$ cat config.mk
export PLATFORM = sky130hd
export DESIGN_NAME = rob_squash_flat
export DESIGN_NICKNAME = d
export VERILOG_FILES = /design/src/rtl/rob_squash_if.sv /design/src/rtl/rob_squash.sv /design/src/flat_wrapper.sv
export SDC_FILE = /design/constraint.sdc
export NUM_CORES = 2
export LEC_CHECK = 0
export BUFFER_PORTS_ARGS = -buffer_cell sky130_fd_sc_hd__buf_2
export CAP_MARGIN = 10
export CORE_ASPECT_RATIO = 1.25
export CORE_MARGIN = 10
export CORE_UTILIZATION = 40
export DETAILED_ROUTE_END_ITERATION = 16
export HOLD_SLACK_MARGIN = 0.08
export PLACE_DENSITY = 0.57
export SLEW_MARGIN = 40
export SYNTH_ARGS = -nofsm -noshare
export SYNTH_HDL_FRONTEND = slang
export SYNTH_SLANG_ARGS = --single-unit
$ cat constraint.sdc
create_clock -name clock -period 19.8 [get_ports clock]
set_input_delay 2.97 -clock clock [delete_from_list [all_inputs] [get_ports clock]]
set_output_delay 2.97 -clock clock [all_outputs]
set_load 0.02 [all_outputs]
$ cat src/rtl/rob_squash_if.sv
// rtl/rob_squash_if.sv - dispatch/complete/squash/retire port bundle for the reorder buffer
interface rob_squash_if #(
    parameter int DEPTH = 32,
    parameter int N     = 3,
    parameter int TAG_W = 6,
    parameter int IDX_W = $clog2(DEPTH)
);
    localparam int ND_W  = $clog2(N + 1);
    localparam int CNT_W = $clog2(DEPTH + 1);

    logic [ND_W-1:0]             num_dispatch;
    logic [N-1:0][TAG_W-1:0]     dispatch_t;
    logic [N-1:0][TAG_W-1:0]     dispatch_told;
    logic [N-1:0][IDX_W-1:0]     dispatch_idx;
    logic [N-1:0][TAG_W-1:0]     complete_t;
    logic                        squash_en;
    logic [IDX_W-1:0]            squash_idx;
    logic [N-1:0][TAG_W-1:0]     retire_t;
    logic [N-1:0][TAG_W-1:0]     retire_told;
    logic [ND_W-1:0]             num_retired;
    logic [CNT_W-1:0]            open_entries;

    modport master (
        output num_dispatch, dispatch_t, dispatch_told, complete_t, squash_en, squash_idx,
        input  dispatch_idx, retire_t, retire_told, num_retired, open_entries
    );

    modport slave (
        input  num_dispatch, dispatch_t, dispatch_told, complete_t, squash_en, squash_idx,
        output dispatch_idx, retire_t, retire_told, num_retired, open_entries
    );
endinterface

$ cat src/rtl/rob_squash.sv
// rtl/rob_squash.sv - N-wide circular reorder buffer with tag completion and squash rollback
module rob_squash #(
    parameter int DEPTH = 32,
    parameter int N     = 3,
    parameter int TAG_W = 6,
    parameter int IDX_W = $clog2(DEPTH)
) (
    input  logic         clock,
    input  logic         reset,
    rob_squash_if.slave  rob
);
    localparam int ND_W  = $clog2(N + 1);
    localparam int CNT_W = $clog2(DEPTH + 1);

    logic [IDX_W-1:0] head;
    logic [IDX_W-1:0] tail;
    logic [CNT_W-1:0] count;
    logic [TAG_W-1:0] ent_t    [DEPTH];
    logic [TAG_W-1:0] ent_told [DEPTH];
    logic [DEPTH-1:0] ent_rdy;

    logic [ND_W-1:0]  nr;
    logic [ND_W-1:0]  accepted;
    logic [CNT_W-1:0] open_cnt;
    logic [IDX_W-1:0] sq_off;
    logic [CNT_W-1:0] keep_len;
    logic [CNT_W-1:0] live_end;
    logic             squash_ok;
    logic             hold;

    logic [DEPTH-1:0] rdy_next;
    logic [DEPTH-1:0] wr_en;
    logic [TAG_W-1:0] nxt_t    [DEPTH];
    logic [TAG_W-1:0] nxt_told [DEPTH];

    function automatic logic tag_hit(input logic [TAG_W-1:0] t,
                                     input logic [N-1:0][TAG_W-1:0] ct);
        logic h;
        h = 1'b0;
        for (int s = 0; s < N; s++)
            if (ct[s] != '0 && ct[s] == t)
                h = 1'b1;
        return h;
    endfunction

    assign open_cnt          = CNT_W'(DEPTH) - count;
    assign rob.open_entries  = open_cnt;
    assign accepted          = (CNT_W'(rob.num_dispatch) > open_cnt) ? ND_W'(open_cnt)
                                                                     : rob.num_dispatch;

    // The branch itself survives, so the kept run is head..squash_idx inclusive.
    assign sq_off    = rob.squash_idx - head;
    assign squash_ok = CNT_W'(sq_off) < count;
    assign keep_len  = CNT_W'(sq_off) + CNT_W'(1);
    assign hold      = rob.squash_en && !squash_ok;
    assign live_end  = rob.squash_en ? keep_len : count;

    always_comb begin
        for (int i = 0; i < N; i++)
            rob.dispatch_idx[i] = tail + IDX_W'(i);
    end

    always_comb begin : retire_logic
        logic             run;
        logic [IDX_W-1:0] idx;
        nr  = '0;
        run = 1'b1;
        idx = '0;
        for (int i = 0; i < N; i++) begin
            idx                = head + IDX_W'(i);
            rob.retire_t[i]    = '0;
            rob.retire_told[i] = '0;
            if (run && CNT_W'(i) < count && ent_rdy[idx]) begin
                rob.retire_t[i]    = ent_t[idx];
                rob.retire_told[i] = ent_told[idx];
                nr                 = nr + ND_W'(1);
            end else begin
                run = 1'b0;
            end
        end
    end
    assign rob.num_retired = nr;

    // Entries still live after this edge keep/gain ready; popped and squashed ones drop it.
    always_comb begin : entry_next
        logic [IDX_W-1:0] off;
        logic             live;
        wr_en    = '0;
        rdy_next = '0;
        off      = '0;
        live     = 1'b0;
        for (int j = 0; j < DEPTH; j++) begin
            nxt_t[j]    = ent_t[j];
            nxt_told[j] = ent_told[j];
            off         = IDX_W'(j) - head;
            live        = (CNT_W'(off) >= CNT_W'(nr)) && (CNT_W'(off) < live_end);
            rdy_next[j] = live && (ent_rdy[j] || tag_hit(ent_t[j], rob.complete_t));
            for (int s = 0; s < N; s++) begin
                if (!rob.squash_en && ND_W'(s) < accepted && (tail + IDX_W'(s)) == IDX_W'(j)) begin
                    wr_en[j]    = 1'b1;
                    nxt_t[j]    = rob.dispatch_t[s];
                    nxt_told[j] = rob.dispatch_told[s];
                    rdy_next[j] = tag_hit(rob.dispatch_t[s], rob.complete_t);
                end
            end
        end
    end

    always_ff @(posedge clock or posedge reset) begin
        if (reset) begin
            head    <= '0;
            tail    <= '0;
            count   <= '0;
            ent_rdy <= '0;
            for (int j = 0; j < DEPTH; j++) begin
                ent_t[j]    <= '0;
                ent_told[j] <= '0;
            end
        end else if (!hold) begin
            head    <= head + IDX_W'(nr);
            tail    <= rob.squash_en ? rob.squash_idx + IDX_W'(1) : tail + IDX_W'(accepted);
            count   <= rob.squash_en ? keep_len - CNT_W'(nr)
                                     : count + CNT_W'(accepted) - CNT_W'(nr);
            ent_rdy <= rdy_next;
            for (int j = 0; j < DEPTH; j++) begin
                if (wr_en[j]) begin
                    ent_t[j]    <= nxt_t[j];
                    ent_told[j] <= nxt_told[j];
                end
            end
        end
    end
endmodule

$ cat src/flat_wrapper.sv
// flat-port wrapper written by rule: the top's interface ports become plain ports
module rob_squash_flat 
#(
    parameter int DEPTH = 32,
    parameter int N     = 3,
    parameter int TAG_W = 6,
    parameter int IDX_W = $clog2(DEPTH)
)
  (clock, reset, rob_num_dispatch, rob_dispatch_t, rob_dispatch_told, rob_complete_t, rob_squash_en, rob_squash_idx, rob_dispatch_idx, rob_retire_t, rob_retire_told, rob_num_retired, rob_open_entries);
  rob_squash_if #(.DEPTH(DEPTH), .N(N), .TAG_W(TAG_W), .IDX_W(IDX_W)) rob_i ();
  input  logic clock;
  input  logic reset;
  input wire logic [$bits(rob_i.num_dispatch)-1:0] rob_num_dispatch;
  input wire logic [$bits(rob_i.dispatch_t)-1:0] rob_dispatch_t;
  input wire logic [$bits(rob_i.dispatch_told)-1:0] rob_dispatch_told;
  input wire logic [$bits(rob_i.complete_t)-1:0] rob_complete_t;
  input wire logic [$bits(rob_i.squash_en)-1:0] rob_squash_en;
  input wire logic [$bits(rob_i.squash_idx)-1:0] rob_squash_idx;
  output wire logic [$bits(rob_i.dispatch_idx)-1:0] rob_dispatch_idx;
  output wire logic [$bits(rob_i.retire_t)-1:0] rob_retire_t;
  output wire logic [$bits(rob_i.retire_told)-1:0] rob_retire_told;
  output wire logic [$bits(rob_i.num_retired)-1:0] rob_num_retired;
  output wire logic [$bits(rob_i.open_entries)-1:0] rob_open_entries;
  assign rob_i.num_dispatch = rob_num_dispatch;
  assign rob_i.dispatch_t = rob_dispatch_t;
  assign rob_i.dispatch_told = rob_dispatch_told;
  assign rob_i.complete_t = rob_complete_t;
  assign rob_i.squash_en = rob_squash_en;
  assign rob_i.squash_idx = rob_squash_idx;
  assign rob_dispatch_idx = rob_i.dispatch_idx;
  assign rob_retire_t = rob_i.retire_t;
  assign rob_retire_told = rob_i.retire_told;
  assign rob_num_retired = rob_i.num_retired;
  assign rob_open_entries = rob_i.open_entries;
  rob_squash #(.DEPTH(DEPTH), .N(N), .TAG_W(TAG_W), .IDX_W(IDX_W)) u_core (.clock(clock), .reset(reset), .rob(rob_i));
endmodule
-- Yosys cells after proc, flatten, opt, wreduce, memory -nomap -nowiden
Index checks and enable logic that the tools add are counted.
Widths: inputs -> output; s select.
- flip-flop bits (word level): 432
- reduce and logical (&&, ||, !) cells: 378
- mux-type cells: 528
- magnitude comparators: 78
- add/sub/neg operators: 47
- bitwise operators: 4
- equality and inequality tests: 198
- operator list (kind ; number):
    $mux 6 ; 212
    $eq 6x6->1 ; 105
    $mux 1 ; 303
    $logic_and 1x1->1 ; 274
    $eq 5x5->1 const B ; 48
    $lt 5x6->1 ; 33
    $bmux 6 s5 ; 6
    $ge 5x2->1 ; 32
    $eq 5x4->1 const B ; 24
    $reduce_and 3->1 ; 32
    $reduce_bool 3->1 ; 32
    $sub 5x5->5 const A ; 16
    $eq 5x3->1 const B ; 12
    $sub 4x5->5 const A ; 8
    $logic_or 1x1->1 ; 32
    $eq 5x2->1 const B ; 6
    $sub 3x5->5 const A ; 4
    $ge 6x6->1 const B ; 3
    $lt 5x6->1 const B ; 3
    $not 5->6 ; 3
    $reduce_bool 6->1 ; 3
    $add 5x1->5 const B ; 3
    $bmux 1 s5 ; 3
    $eq 5x1->1 const B ; 3
    other kinds (21) ; 33

-- Depth between registers and ports, before layout
- depth in word-level cells: 16
- mapped depth: 31

-- Worst setup path after synthesis
Ideal clock, no wire load.
- kind: reg2out
- start point: register u_core.head[1]
- end point: output rob_num_retired[0]
- arrival: 5.784 ns
- cell stages (with the launch flop): 20
- buffers on the path: 9
- required time: 16.830 ns
- slack: 11.046 ns
- cells stage by stage: dfrtp_1 > buf_2 > buf_1 > clkbuf_1 > clkbuf_1 > clkbuf_1 > inv_1 > ha_1 > clkbuf_1 > clkbuf_1 > mux4_2 > mux4_2 > nor2_1 > nor4_1 > clkbuf_1 > ha_1 > o21ai_0 > or3_1 > clkbuf_1 > xnor2_1
- cells in the longest elaborated chain, start to end: 10
- elaborated cells on any way between the ends: 20
- those cells by class: add/sub: 4; mux: 11; reduce/logical: 5
- ends and longest elaborated chain (element ; line ; source):
    start, declared ; rob_squash.sv:15 ; logic [IDX_W-1:0] head;
    start signal, assigned ; rob_squash.sv:120 ; head <= head + IDX_W'(nr);
    branches (longest 9 deep; another with $add 5x1->5) ; - ;
    $mux 2 (*) ; rob_squash.sv:73 ; if (run && CNT_W'(i) < count && ent_rdy[idx]) begin
    end, declared ; flat_wrapper.sv:22 ; output wire logic [$bits(rob_i.num_retired)-1:0] rob_num_retired;
Every way passes the cells marked *. The select of a mux whose other input is x is not followed.

-- Final worst setup path
- start point: register u_core.head[0]
- end point: output rob_num_retired[0]
The elaborated chain is that of the path after synthesis.

==> run summary <==
- Layout Nets: 5,099
- number of standard cells after synthesis: 5,258
- CORE AREA: 123,200 sq um
- reg-to-reg critical path startpoint: u_core.head[0]
- run status: finished clean
- setup repair after global routing missed its margin: no
- worst hold slack after final layout: 0.5283 ns
- via count of the first global-routing pass: 43,870
- wire length of the first global-routing pass: 340,600 um
- number of nets produced by synthesis: 5,451
- Worst Hold Class: flip-flop to flip-flop
- initial core utilization: 40.29%
- critical path, cell by cell: buf_6 > buf_6 > mux4_2 > mux4_2 > nor2_1 > a311o_1 > nor4_2 > buf_4 > ha_1 > o21ai_0 > or3_1 > xnor2_1 > buf_4 > buf_2
- type of the worst setup path: flip-flop to output pin
- routed wire length: 241,200 um
- drt first pass iters: 8
- Clk pin slew, worst setup/hold paths: 0.06 ns
- most used cells in the layout excluding fill and tap cells: 429 x sky130_fd_sc_hd__dfrtp_1, 390 x sky130_fd_sc_hd__mux4_2, 340 x sky130_fd_sc_hd__xor2_1
- largest vdd supply drop: 0.1084 mV
- gr ovfl total: 0
- transition at the pin with the smallest max-transition slack: 1.065 ns
- total clock sinks: 432
- number of cells on the worst reg-to-reg path: 21
- Worst Setup Slack, final: 10.34 ns
- sequential cell area fraction in the yosys report: 21.77%
- clock latency at the later pin of the worst-skew pair: 0.70 ns
- hold buffers post-CTS: 0
- Synth Area per Inst: 9.444 sq um
- total count of hold-check failures in the final report: 0
- H-tree level count: 2
- cts repair resizes: 0
- width of the chip: 335.1 um
- sort of element at the end of the critical path: output pin
- termination of the worst setup path: rob_num_retired[0]
- Leak: 20.98 nW
- Worst EP arrival: 6.49 ns
- portion of synthesized cell area occupied by the leading cell type: 21.77%
- Placed Cells: 6,455
- RePlAce Congestion: 1.083
- biggest area consumer among synthesized cells: sky130_fd_sc_hd__dfrtp_1
- Antenna Nets Post-Route: 0
- DRC marker count from the first detailed-route iteration: 6,366
- number of max-slew violations in the final report: 0
- cell with the largest stage delay on the worst path: sky130_fd_sc_hd__dfrtp_4
- antenna violations before repair: 26
- number of distinct library cells after synthesis: 86
- dominant synthesized flop cell: sky130_fd_sc_hd__dfrtp_1
- post-route clock period utilization: 47.78%
- clock tree root buffer cell: sky130_fd_sc_hd__clkbuf_16
- number of non-filler instances in the completed layout: 6,566
- proportion of synthesized flip-flops having asynchronous set or reset: 100.0%
- Max Fclk: 0.1057 GHz
- area growth from synthesis to layout: 7.262%
- summed instance area of the synthesized netlist: 49,660 sq um
- DRC errors left: 0
- routed len/inst: 36.73 um
- Slew headroom: 28.38%
- register-to-register setup slack: 11.80 ns
- total of endpoints with negative setup slack in the final report: 0
- power density over cell area: 190.8 nW/um^2
- Data required, critical path: 16.83 ns
- # rows: 144
- startpoint of the most critical setup path: u_core.head[0]
- pre-CTS setup slack: 10.93 ns
- largest net degree at the start of global routing: 81
- number of enable-type register cells in the synthesized netlist: 0
- number of clock buffers inserted by TritonCTS: 54
- YS warnings: 0
- capturing point of the worst reg2reg path: u_core.ent_rdy[25]
- flop and latch count out of synthesis: 432
- maximum cell stage delay along the critical path: 0.73 ns
- startpoint type of the worst setup path: flip-flop
- number of max-capacitance violations reported: 0
- delay-heaviest family, CP: buffers and inverters
- Worst Skew: 0.03704 ns
- combined buffer and inverter count along the critical path: 5
- die height: 413.9 um
- number of buffers added on ports: 122
- TritonCTS clock tree: done
- setup fix buffers added after clock tree synthesis: 0
- full die area: 138,700 sq um
- critical path depth: 14
- most frequent standard cell in the layout excluding fill and tap cells: sky130_fd_sc_hd__dfrtp_1
- hold path depth: 1
- Max Fanout on Critical Path: 55
- fin crit period: 9.460 ns
- aggregate global-route resource usage: 33.86%
- top cells by area in the synthesized netlist: sky130_fd_sc_hd__dfrtp_1 22%, sky130_fd_sc_hd__mux4_2 18%, sky130_fd_sc_hd__xor2_1 6.0%, sky130_fd_sc_hd__xnor2_1 6.0%, sky130_fd_sc_hd__mux2i_1 4.8%
- post-route setup TNS: 0 ns
- total number of vias: 46,480
- Detail Placement HPWL: 167,700 um
- mean number of vias per cell: 7.079
- num ports: 123
- Bufs on Longest Clock Path: 3
- share of cells above drive strength 1: 21.49%
## cell usage after synthesis (all sizes together), types with 124 or more instances
| library cell | number |
|---|---|
| a21oi | 192 |
| nor2 | 297 |
| mux4 | 390 |
| clkbuf | 483 |
| xor2 | 342 |
| mux2i | 237 |
| dfrtp | 432 |
| nor2b | 164 |
| mux2 | 124 |
| xnor2 | 341 |
| o2bb2ai | 132 |
| o21ai | 327 |
| nand2 | 249 |
| a211oi | 293 |
| buf | 262 |
## final cells by class
type	count	area (sq um)
antenna	9	22.52
clock buffer	81	1614
clock inverter	20	304.0
fill	11920	69980
inverter	86	330.3
multi-input combinational	3995	35790
sequential	432	10820
tap	1606	2009
timing repair buffer	337	2376
## power by group
part,switching [W],total (W),internal [W]
Combinational,0.00398,0.00689,0.00290
Sequential,0.000885,0.00215,0.00126
Clock,0.000483,0.00113,0.000643
Total,0.00535,0.0102,0.00481
## worst min-delay path by stage
stage / startpoint / endpoint / slack, ns
finish: u_core.ent_told[176] / u_core.ent_told[176] / 0.53
floorplan: u_core.ent_told[63] / u_core.ent_told[63] / 0.48
CTS: u_core.ent_told[169] / u_core.ent_told[169] / 0.52
detailed placement: u_core.ent_told[169] / u_core.ent_told[169] / 0.51
global route: u_core.ent_told[150] / u_core.ent_told[150] / 0.55
global placement: u_core.ent_told[173] / u_core.ent_told[173] / 0.50
## worst reg2reg max path, delay by kind of cell, from the launching register on
kind | cells | cell delay (ns)
XOR/XNOR | 1 | 0.24
adder cells (fa/ha/maj) | 2 | 0.61
buffers and inverters | 4 | 1.64
multiplexers | 2 | 1.08
AND/OR/NAND/NOR | 4 | 1.45
AO/OA/AOI/OAI | 8 | 2.18
flip-flops | 1 | 0.73
## state kept, by name, indices dropped and copies added (netlist names)
name and flops:
u_core.ent_t 192, u_core.ent_told 192, u_core.ent_rdy 32, u_core.count 6, u_core.head 5, u_core.tail 5
## per-layer routing
layer  GRT usage, %  vias up  wire (um)
li1               -    18720          -
met1          39.59    23280      84550
met3          10.54     1024      27720
met2          51.98     3438     106300
met5              0        -        155
met4          25.42       26      22410
## per-stage QoR
step                instance area (sq um)  total power (W)  util [%]
floorplan                           49660         0.006378         -
global placement                    50830         0.008619     41.25
detailed placement                  51270         0.008736     41.60
CTS                                 53190         0.009887     43.16
global route                        53240          0.01051     43.20
finish                              53260          0.01016     43.22
## kinds of logic (layout without fill, tap and decap cells)
family / after synthesis / after routing / share of synthesized area (%)
AO/OA/AOI/OAI: 1288 / 1288 / 18.48
XOR/XNOR: 683 / 683 / 12.08
adder cells (fa/ha/maj): 129 / 129 / 3.341
buffers and inverters: 831 / 524 / 7.254
flip-flops: 432 / 432 / 21.77
multiplexers: 751 / 751 / 25.60
other: 0 / 9 / 0
AND/OR/NAND/NOR: 1144 / 1144 / 11.48
(Power assumes the default switching activity.)
